$ cat config.mk
export PLATFORM = sky130hd
export DESIGN_NAME = hamming_acc
export DESIGN_NICKNAME = d
export VERILOG_FILES = /design/src/rtl/hamming_acc.sv
export SDC_FILE = /design/constraint.sdc
export NUM_CORES = 1
export LEC_CHECK = 0
export CAP_MARGIN = 15
export CORE_MARGIN = 1
export CORE_UTILIZATION = 30
export DETAILED_ROUTE_END_ITERATION = 10
export GPL_ROUTABILITY_DRIVEN = 0
export PLACE_DENSITY = 0.62
export SLEW_MARGIN = 10
export SYNTH_ARGS = -nofsm -noshare
export SYNTH_HDL_FRONTEND = slang
export SYNTH_SLANG_ARGS = --single-unit
$ cat constraint.sdc
create_clock -name clk_i -period 6.8 [get_ports clk_i]
set_input_delay 1.36 -clock clk_i [delete_from_list [all_inputs] [get_ports clk_i]]
set_output_delay 1.36 -clock clk_i [all_outputs]
set_load 0.02 [all_outputs]
$ cat src/rtl/hamming_acc.sv
// Hamming-distance accumulator: counts the set bits across a stream of XOR words.
// Popcount and saturating-accumulate stages are registered; the result is held until the consumer takes it.
module hamming_acc #(
   parameter int DATA_WIDTH = 32,
   parameter int LEN_WIDTH  = 16,
   parameter int ACC_WIDTH  = 32
) (
   input  logic                  clk_i,
   input  logic                  rst_i,
   input  logic                  start_i,
   input  logic [LEN_WIDTH-1:0]  len_i,
   input  logic [DATA_WIDTH-1:0] c_i,
   input  logic                  in_valid_i,
   output logic                  in_ready_o,
   output logic [ACC_WIDTH-1:0]  dist_o,
   output logic                  out_valid_o,
   input  logic                  out_ready_i,
   output logic                  busy_o
);

   localparam int PC_WIDTH = $clog2(DATA_WIDTH + 1);

   typedef enum logic [1:0] {
      IDLE,
      ACCUM,
      DRAIN,
      DONE
   } state_t;

   state_t                state;
   logic [LEN_WIDTH-1:0]  remaining;
   logic [ACC_WIDTH-1:0]  acc;
   logic [ACC_WIDTH-1:0]  accNext;
   logic [ACC_WIDTH:0]    sum;
   logic [PC_WIDTH-1:0]   pc;
   logic [PC_WIDTH-1:0]   wordCount;
   logic                  s1_valid;
   logic                  s1_last;
   logic                  accept;
   logic                  lastBeat;

   assign accept   = in_valid_i && in_ready_o;
   assign lastBeat = (remaining == LEN_WIDTH'(1));

   always_comb begin
      wordCount = '0;
      for (int i = 0; i < DATA_WIDTH; i++) begin
         wordCount = wordCount + PC_WIDTH'(c_i[i]);
      end
   end

   // The extra carry bit detects overflow so the accumulator pins at all-ones instead of wrapping.
   always_comb begin
      sum     = {1'b0, acc} + (ACC_WIDTH + 1)'(pc);
      accNext = sum[ACC_WIDTH] ? '1 : sum[ACC_WIDTH-1:0];
   end

   always_ff @(posedge clk_i) begin
      if (rst_i) begin
         pc       <= '0;
         s1_valid <= 1'b0;
         s1_last  <= 1'b0;
      end else begin
         s1_valid <= accept;
         s1_last  <= accept && lastBeat;
         if (accept) begin
            pc <= wordCount;
         end
      end
   end

   // Control FSM and stage 2; a fresh start clears acc after any stage-2 update in the same cycle.
   always_ff @(posedge clk_i) begin
      if (rst_i) begin
         state       <= IDLE;
         remaining   <= '0;
         acc         <= '0;
         in_ready_o  <= 1'b0;
         out_valid_o <= 1'b0;
         busy_o      <= 1'b0;
         dist_o      <= '0;
      end else begin
         if (s1_valid) begin
            acc <= accNext;
         end
         if (accept) begin
            remaining <= remaining - LEN_WIDTH'(1);
         end
         case (state)
            IDLE: begin
               if (start_i) begin
                  acc    <= '0;
                  busy_o <= 1'b1;
                  if (len_i != '0) begin
                     remaining  <= len_i;
                     in_ready_o <= 1'b1;
                     state      <= ACCUM;
                  end else begin
                     dist_o      <= '0;
                     out_valid_o <= 1'b1;
                     state       <= DONE;
                  end
               end
            end
            ACCUM: begin
               if (accept && lastBeat) begin
                  in_ready_o <= 1'b0;
                  state      <= DRAIN;
               end
            end
            DRAIN: begin
               if (s1_valid && s1_last) begin
                  dist_o      <= accNext;
                  out_valid_o <= 1'b1;
                  state       <= DONE;
               end
            end
            DONE: begin
               if (out_ready_i) begin
                  out_valid_o <= 1'b0;
                  busy_o      <= 1'b0;
                  state       <= IDLE;
               end
            end
            default: state <= IDLE;
         endcase
      end
   end

endmodule

==> Word-level counts from Yosys, hierarchy flattened <==
Index checks and enable logic that the tools add are counted.
{ "totals": {"regBits": 93, "latchBits": 0, "ram_bits": 0, "romBits": 0, "input_bits": 53, "elab_cells": 96, "memories": 0} }
{ "classes": {"addsub": 33, "mul": 0, "n_div": 0, "order_cmp": 0, "eq_ne": 10, "shifts": 0, "muxes": 29, "bitwise_logic": 0, "n_reduce_logical": 14} }
{ "ops": {"columns": ["cell", "n"], "rows": [
  ["2-to-1 mux 32 bit", 7],
  ["adder 6 x 1 -> 6 bit", 26],
  ["2-to-1 mux 16 bit", 4],
  ["case mux 32 bit (2 select lines)", 1],
  ["adder 32 x 6 -> 33 bit", 1],
  ["== test 16 x 1 -> 1 bit, second input constant", 1],
  ["nonzero test 16 bit", 1],
  ["subtractor 16 x 1 -> 16 bit, second input constant", 1],
  ["!= test 2 bit, second input constant", 6],
  ["AND reduction 4 bit", 3],
  ["2-to-1 mux 2 bit", 5],
  ["2-to-1 mux 1 bit", 8],
  ["case mux 2 bit (4 select lines)", 1],
  ["adder 5 x 1 -> 6 bit", 1],
  ["nonzero test 2 bit", 3],
  ["adder 4 x 1 -> 5 bit", 1],
  ["AND reduction 5 bit", 1],
  ["adder 3 x 1 -> 4 bit", 1],
  ["== test 2 bit, second input constant", 2],
  ["case mux 1 bit (2 select lines)", 2],
  ["adder 2 x 1 -> 3 bit", 1],
  ["logical AND 1 bit", 3],
  ["case mux 1 bit (3 select lines)", 1],
  ["AND reduction 3 bit", 1],
  ["4 further kinds", 4]
]} }

==> Logic depth before layout (Yosys ltp) <==
Gate-level depths: netlist of the first run.
{ "depth": {"depth_word": 31, "depth_mapped": 17, "mapped_depth_nobuf": 17} }

==> Worst setup path before layout of the first run <==
Ideal clock, no wire load.
{ "synth_timing": {"kind": "input -> register", "from": "input port c_i[0]", "to": "register pc[5]", "setup_time_ps": 132, "arrival_ps": 5410, "required_time_ps": 6668, "slack_ps": 1258, "path_stages": 16, "cell_sequence": "inv_1 -> fa_1 -> fa_1 -> inv_1 -> fa_1 -> fa_1 -> fa_1 -> inv_1 -> fa_1 -> inv_1 -> ha_1 -> a21o_1 -> a21oi_1 -> nor2b_1 -> o211ai_1 -> a21oi_1"} }
{ "synth_via": {"elab_chain_len": 31} }
{ "synth_lines": {"columns": ["item", "line", "text"], "rows": [
  ["start: declaration", "12", "input logic [DATA_WIDTH-1:0] c_i,"],
  ["adder 1 x 1 -> 2 bit", "48", "wordCount = wordCount + PC_WIDTH'(c_i[i]);"],
  ["adder 2 x 1 -> 3 bit", "48", null],
  ["adder 3 x 1 -> 4 bit", "48", null],
  ["adder 4 x 1 -> 5 bit", "48", null],
  ["adder 5 x 1 -> 6 bit", "48", null],
  ["adder 6 x 1 -> 6 bit (26 in a row)", "48", null],
  ["end signal: assignment", "67", "pc <= wordCount;"],
  ["end: declaration", "35", "logic [PC_WIDTH-1:0] pc;"]
]} }
No other way between the ends.
A chain may end at the register's enable or synchronous reset.

==> Worst setup path after layout of the first run <==
Same ends and word-level chain as after synthesis.

==> results of run 1 <==
cell usage in the layout, fill, tap and decap left out, types with 9 or more instances in the layout:
master and count:
ha_1 19, and3_1 10, nand4_1 17, clkdlybuf4s50_1 87, clkbuf_16 9, mux2i_1 9, fa_1 25, nand3_1 15
nor3_1 16, xor2_1 12, nor2_1 57, nor4_1 10, dfxtp_1 93, a211oi_1 30, inv_1 63, a21o_1 9
nand2_1 61, a21oi_1 37, o21ai_0 21, xnor2_1 16
critical path, delay by kind of cell:
kind | cells | cell delay [ns]
compound gates | 4 | 0.61
buf+inv | 5 | 0.69
simple gates | 1 | 0.08
fa+ha+maj | 7 | 3.25
routing by layer:
metal	part of all wire (%)	vias to the layer above
li1	-	2497
met1	48	2320
met2	45	131
met3	5.9	11
met4	1.1	0
met5	0	-
Yosys cell counts (4+ instances only):
cell type / count
o21ai_1: 6
nor2_1: 57
nand3_1: 15
buf_1: 4
and3_1: 10
a22o_1: 4
o21ai_0: 21
ha_1: 19
mux2i_1: 9
clkbuf_1: 23
or3_1: 5
a311oi_1: 7
a221o_1: 6
a21o_1: 9
a211oi_1: 30
buf_2: 7
fa_1: 25
nor3_1: 16
o211ai_1: 5
nor2b_1: 6
a31oi_1: 8
o22ai_1: 4
dfxtp_1: 93
xnor2_1: 16
nand4_1: 17
inv_1: 63
nor4_1: 10
a21oi_1: 37
xor2_1: 12
nand2_1: 61
a32o_1: 5
path summary, 6_finish.rpt:
| path | startpoint | to | slack (ns) | cells past startpoint |
|---|---|---|---|---|
| min reg2reg | dist_o[30]$_SDFFE_PP0P_ | dist_o[30]$_SDFFE_PP0P_ | 0.45 | 2 |
| max | c_i[0] | pc[5]$_SDFFE_PP0P_ | 1.01 | 17 |
| min | dist_o[30]$_SDFFE_PP0P_ | dist_o[30]$_SDFFE_PP0P_ | 0.45 | 2 |
| max reg2reg | acc[0]$_SDFF_PP0_ | acc[28]$_SDFF_PP0_ | 4.00 | 10 |
power groups by stage:
| stage | clock network, mW | registers, mW | logic, mW |
|---|---|---|---|
| 2_1_floorplan | 0 | 0.650 | 0.640 |
| 3_3_place_gp | 0 | 0.653 | 0.819 |
| 3_5_place_dp | 0 | 0.654 | 0.834 |
| 4_1_cts | 0.575 | 0.642 | 0.838 |
| 5_1_grt | 0.597 | 0.649 | 0.959 |
| 6_report | 0.562 | 0.642 | 0.818 |
state kept, by name, summed over array words and instances (netlist names), 2 cells and up:
signal	flops
pc	6
remaining	16
state	2
acc	32
dist_o	32
kinds of logic (layout without fill, tap and decap cells):
family	Yosys count	after routing	synth area share, %
compound gates	169	169	21.1
xor+xnor	28	28	4.36
fa+ha+maj	44	44	13.1
buf+inv	98	172	6.83
flops	93	93	33.1
mux	9	9	1.60
simple gates	223	223	19.9
layout make-up:
| type | count | area (um2) |
|---|---|---|
| flip-flops and latches | 93 | 1860 |
| clock buffers | 10 | 239 |
| clock inverters | 6 | 91.3 |
| well taps | 229 | 287 |
| multi-input cells | 473 | 3390 |
| fillers | 1883 | 11100 |
| repair buffers | 93 | 916 |
| inverters | 63 | 236 |
through the flow:
stage / cell area (um2) / setup WS (ns) / hold WS [ns] / utilization, %
3_5_place_dp: 6690 / 0.615 / 0.445 / 36.9
2_1_floorplan: 5630 / 1.26 / 0.436 / -
4_1_cts: 7020 / 0.974 / 0.455 / 38.7
5_1_grt: 7020 / 0.701 / 0.466 / 38.7
6_report: 7020 / 1.01 / 0.447 / 38.7
3_3_place_gp: 6690 / 0.671 / 0.438 / 36.9
==> flow_metrics.env, run 1 <==
export IMPL_avgSynthCellArea_um2=8.48
export IMPL_start_util_pct=31.0
export IMPL_use_met2_pct=23.8
export IMPL_netlist_area_um2=5630
export IMPL_cpMostUsedCell="fa_1"
export IMPL_numCtsBuffers=9
export IMPL_die_area_um2=19300
export IMPL_yosys_most_used_dff="dfxtp_1"
export IMPL_fin_skew_ns=0.0124
export IMPL_path_max_fanout=2
export IMPL_drv_cap=0
export IMPL_hp_class="flop to flop"
export IMPL_rows=49
export IMPL_hold_viol_final=0
export IMPL_root_buffer="clkbuf_16"
export IMPL_grt_pass1_wl_um=23200
export IMPL_clock_latency_ns=0.35
export IMPL_ys_seq_area_share_pct=33.1
export IMPL_pwr_share_seq_pct=31.8
export IMPL_period_share_pct=85.2
export IMPL_cp_required_ns=7.01
export IMPL_p_switching_mw=0.720
export IMPL_yosys_area_top_type="dfxtp_1"
export IMPL_clk_pin_slew_worst_paths_ns=0.06
export IMPL_ctsHoldBuffers=0
export IMPL_drc=1
export IMPL_cp_start_kind="input pin"
export IMPL_critPathKind="input pin to flop"
export IMPL_final_cells=967
export IMPL_cts_sinks=93
export IMPL_rsz0062_at_grt="false"
export IMPL_insertedDiodeCount=0
export IMPL_antenna_found_initial=0
export IMPL_die_w_um=139
export IMPL_top_usage_layer="met2"
export IMPL_cp_slowest_cell="fa_1"
export IMPL_placed_cells=951
export IMPL_synth_seq_cells=93
export IMPL_p_int_mw=1.30
export IMPL_grt_use_met1_pct=19.5
export IMPL_pwr_share_comb_pct=40.4
export IMPL_leakage_nw=2.63
export IMPL_worst_pin_slew_ns=1.17
export IMPL_yosysWarnings=0
export IMPL_top_level_ports=88
export IMPL_coreArea_um2=18100
export IMPL_cts_max_level=3
export IMPL_synthCells=664
export IMPL_detailed_place_hpwl_um=10400
export IMPL_grt_pass1_vias=4732
export IMPL_setup_tns_ns=0
export IMPL_switching_share_pct=35.6
export IMPL_wl_per_cell_um=14.5
export IMPL_die_height_um=139
export IMPL_layout_nets=830
export IMPL_use_met3_pct=4.25
export IMPL_viasPerCell=5.13
export IMPL_cts_setup_buffers=0
export IMPL_track_usage_pct=14.8
export IMPL_max_stage_delay_ns=0.58
export IMPL_finalMaxSlewViolations=0
export IMPL_power_mw=2.02
export IMPL_vdd_drop_max_mv=0.160
export IMPL_post_cts_resized=0
export IMPL_power_density_nw_per_um2=288
export IMPL_dr_pass1_iters=10
export IMPL_areaGrowthSynthToFinish_pct=24.7
export IMPL_end_kind="flop"
export IMPL_grt_max_degree=44
export IMPL_synth_nets=761
export IMPL_crit_chain="clkdlybuf4s50_1 -> inv_1 -> fa_1 -> fa_1 -> inv_1 -> fa_1 -> fa_1 -> fa_1 -> inv_1 -> fa_1 -> inv_1 -> ha_1 -> a21o_1 -> a21oi_1 -> nor2b_1 -> o211ai_1 -> a21oi_1"
export IMPL_yosysTopAreaCellShare_pct=33.1
export IMPL_power_frac_clock_pct=27.8
export IMPL_wirelength_um=14000
export IMPL_cts_path_max_buffers=2
export IMPL_cp_arrival_ns=6.01
export IMPL_violations="DRC"
export IMPL_drt_iter0_drc=263
export IMPL_layout_drive_gt1_share_pct=5.42
export IMPL_synth_distinct_cells=67
export IMPL_cts_tree="yes"
export IMPL_fin_crit_ns=5.79
export IMPL_drtAntennaViolNets=0
export IMPL_synth_async_reset_ratio_pct=0
export IMPL_port_buffers=87
export IMPL_maxSlewHeadroom_pct=22.1
export IMPL_via_count=4959
export IMPL_synth_edff_count=0
export IMPL_fmax_mhz=173
export IMPL_setup_viol=0
export IMPL_synth_area_leaders="dfxtp_1, fa_1, ha_1"
export IMPL_grt_overflow_total=0
export IMPL_status="finished, violations left"
Note: power is estimated with default switching activity, not from simulation.
==> run 2: changes to the inputs <==
--- a/config.mk
+++ b/config.mk
@@ -8,6 +8,7 @@
 export CAP_MARGIN = 15
 export CORE_MARGIN = 1
 export CORE_UTILIZATION = 30
+export CTS_CLUSTER_SIZE = 8
 export DETAILED_ROUTE_END_ITERATION = 10
 export GPL_ROUTABILITY_DRIVEN = 0
 export PLACE_DENSITY = 0.62
==> results of run 2 <==
Final layout, timing and power as in run 1 (identical DEF).
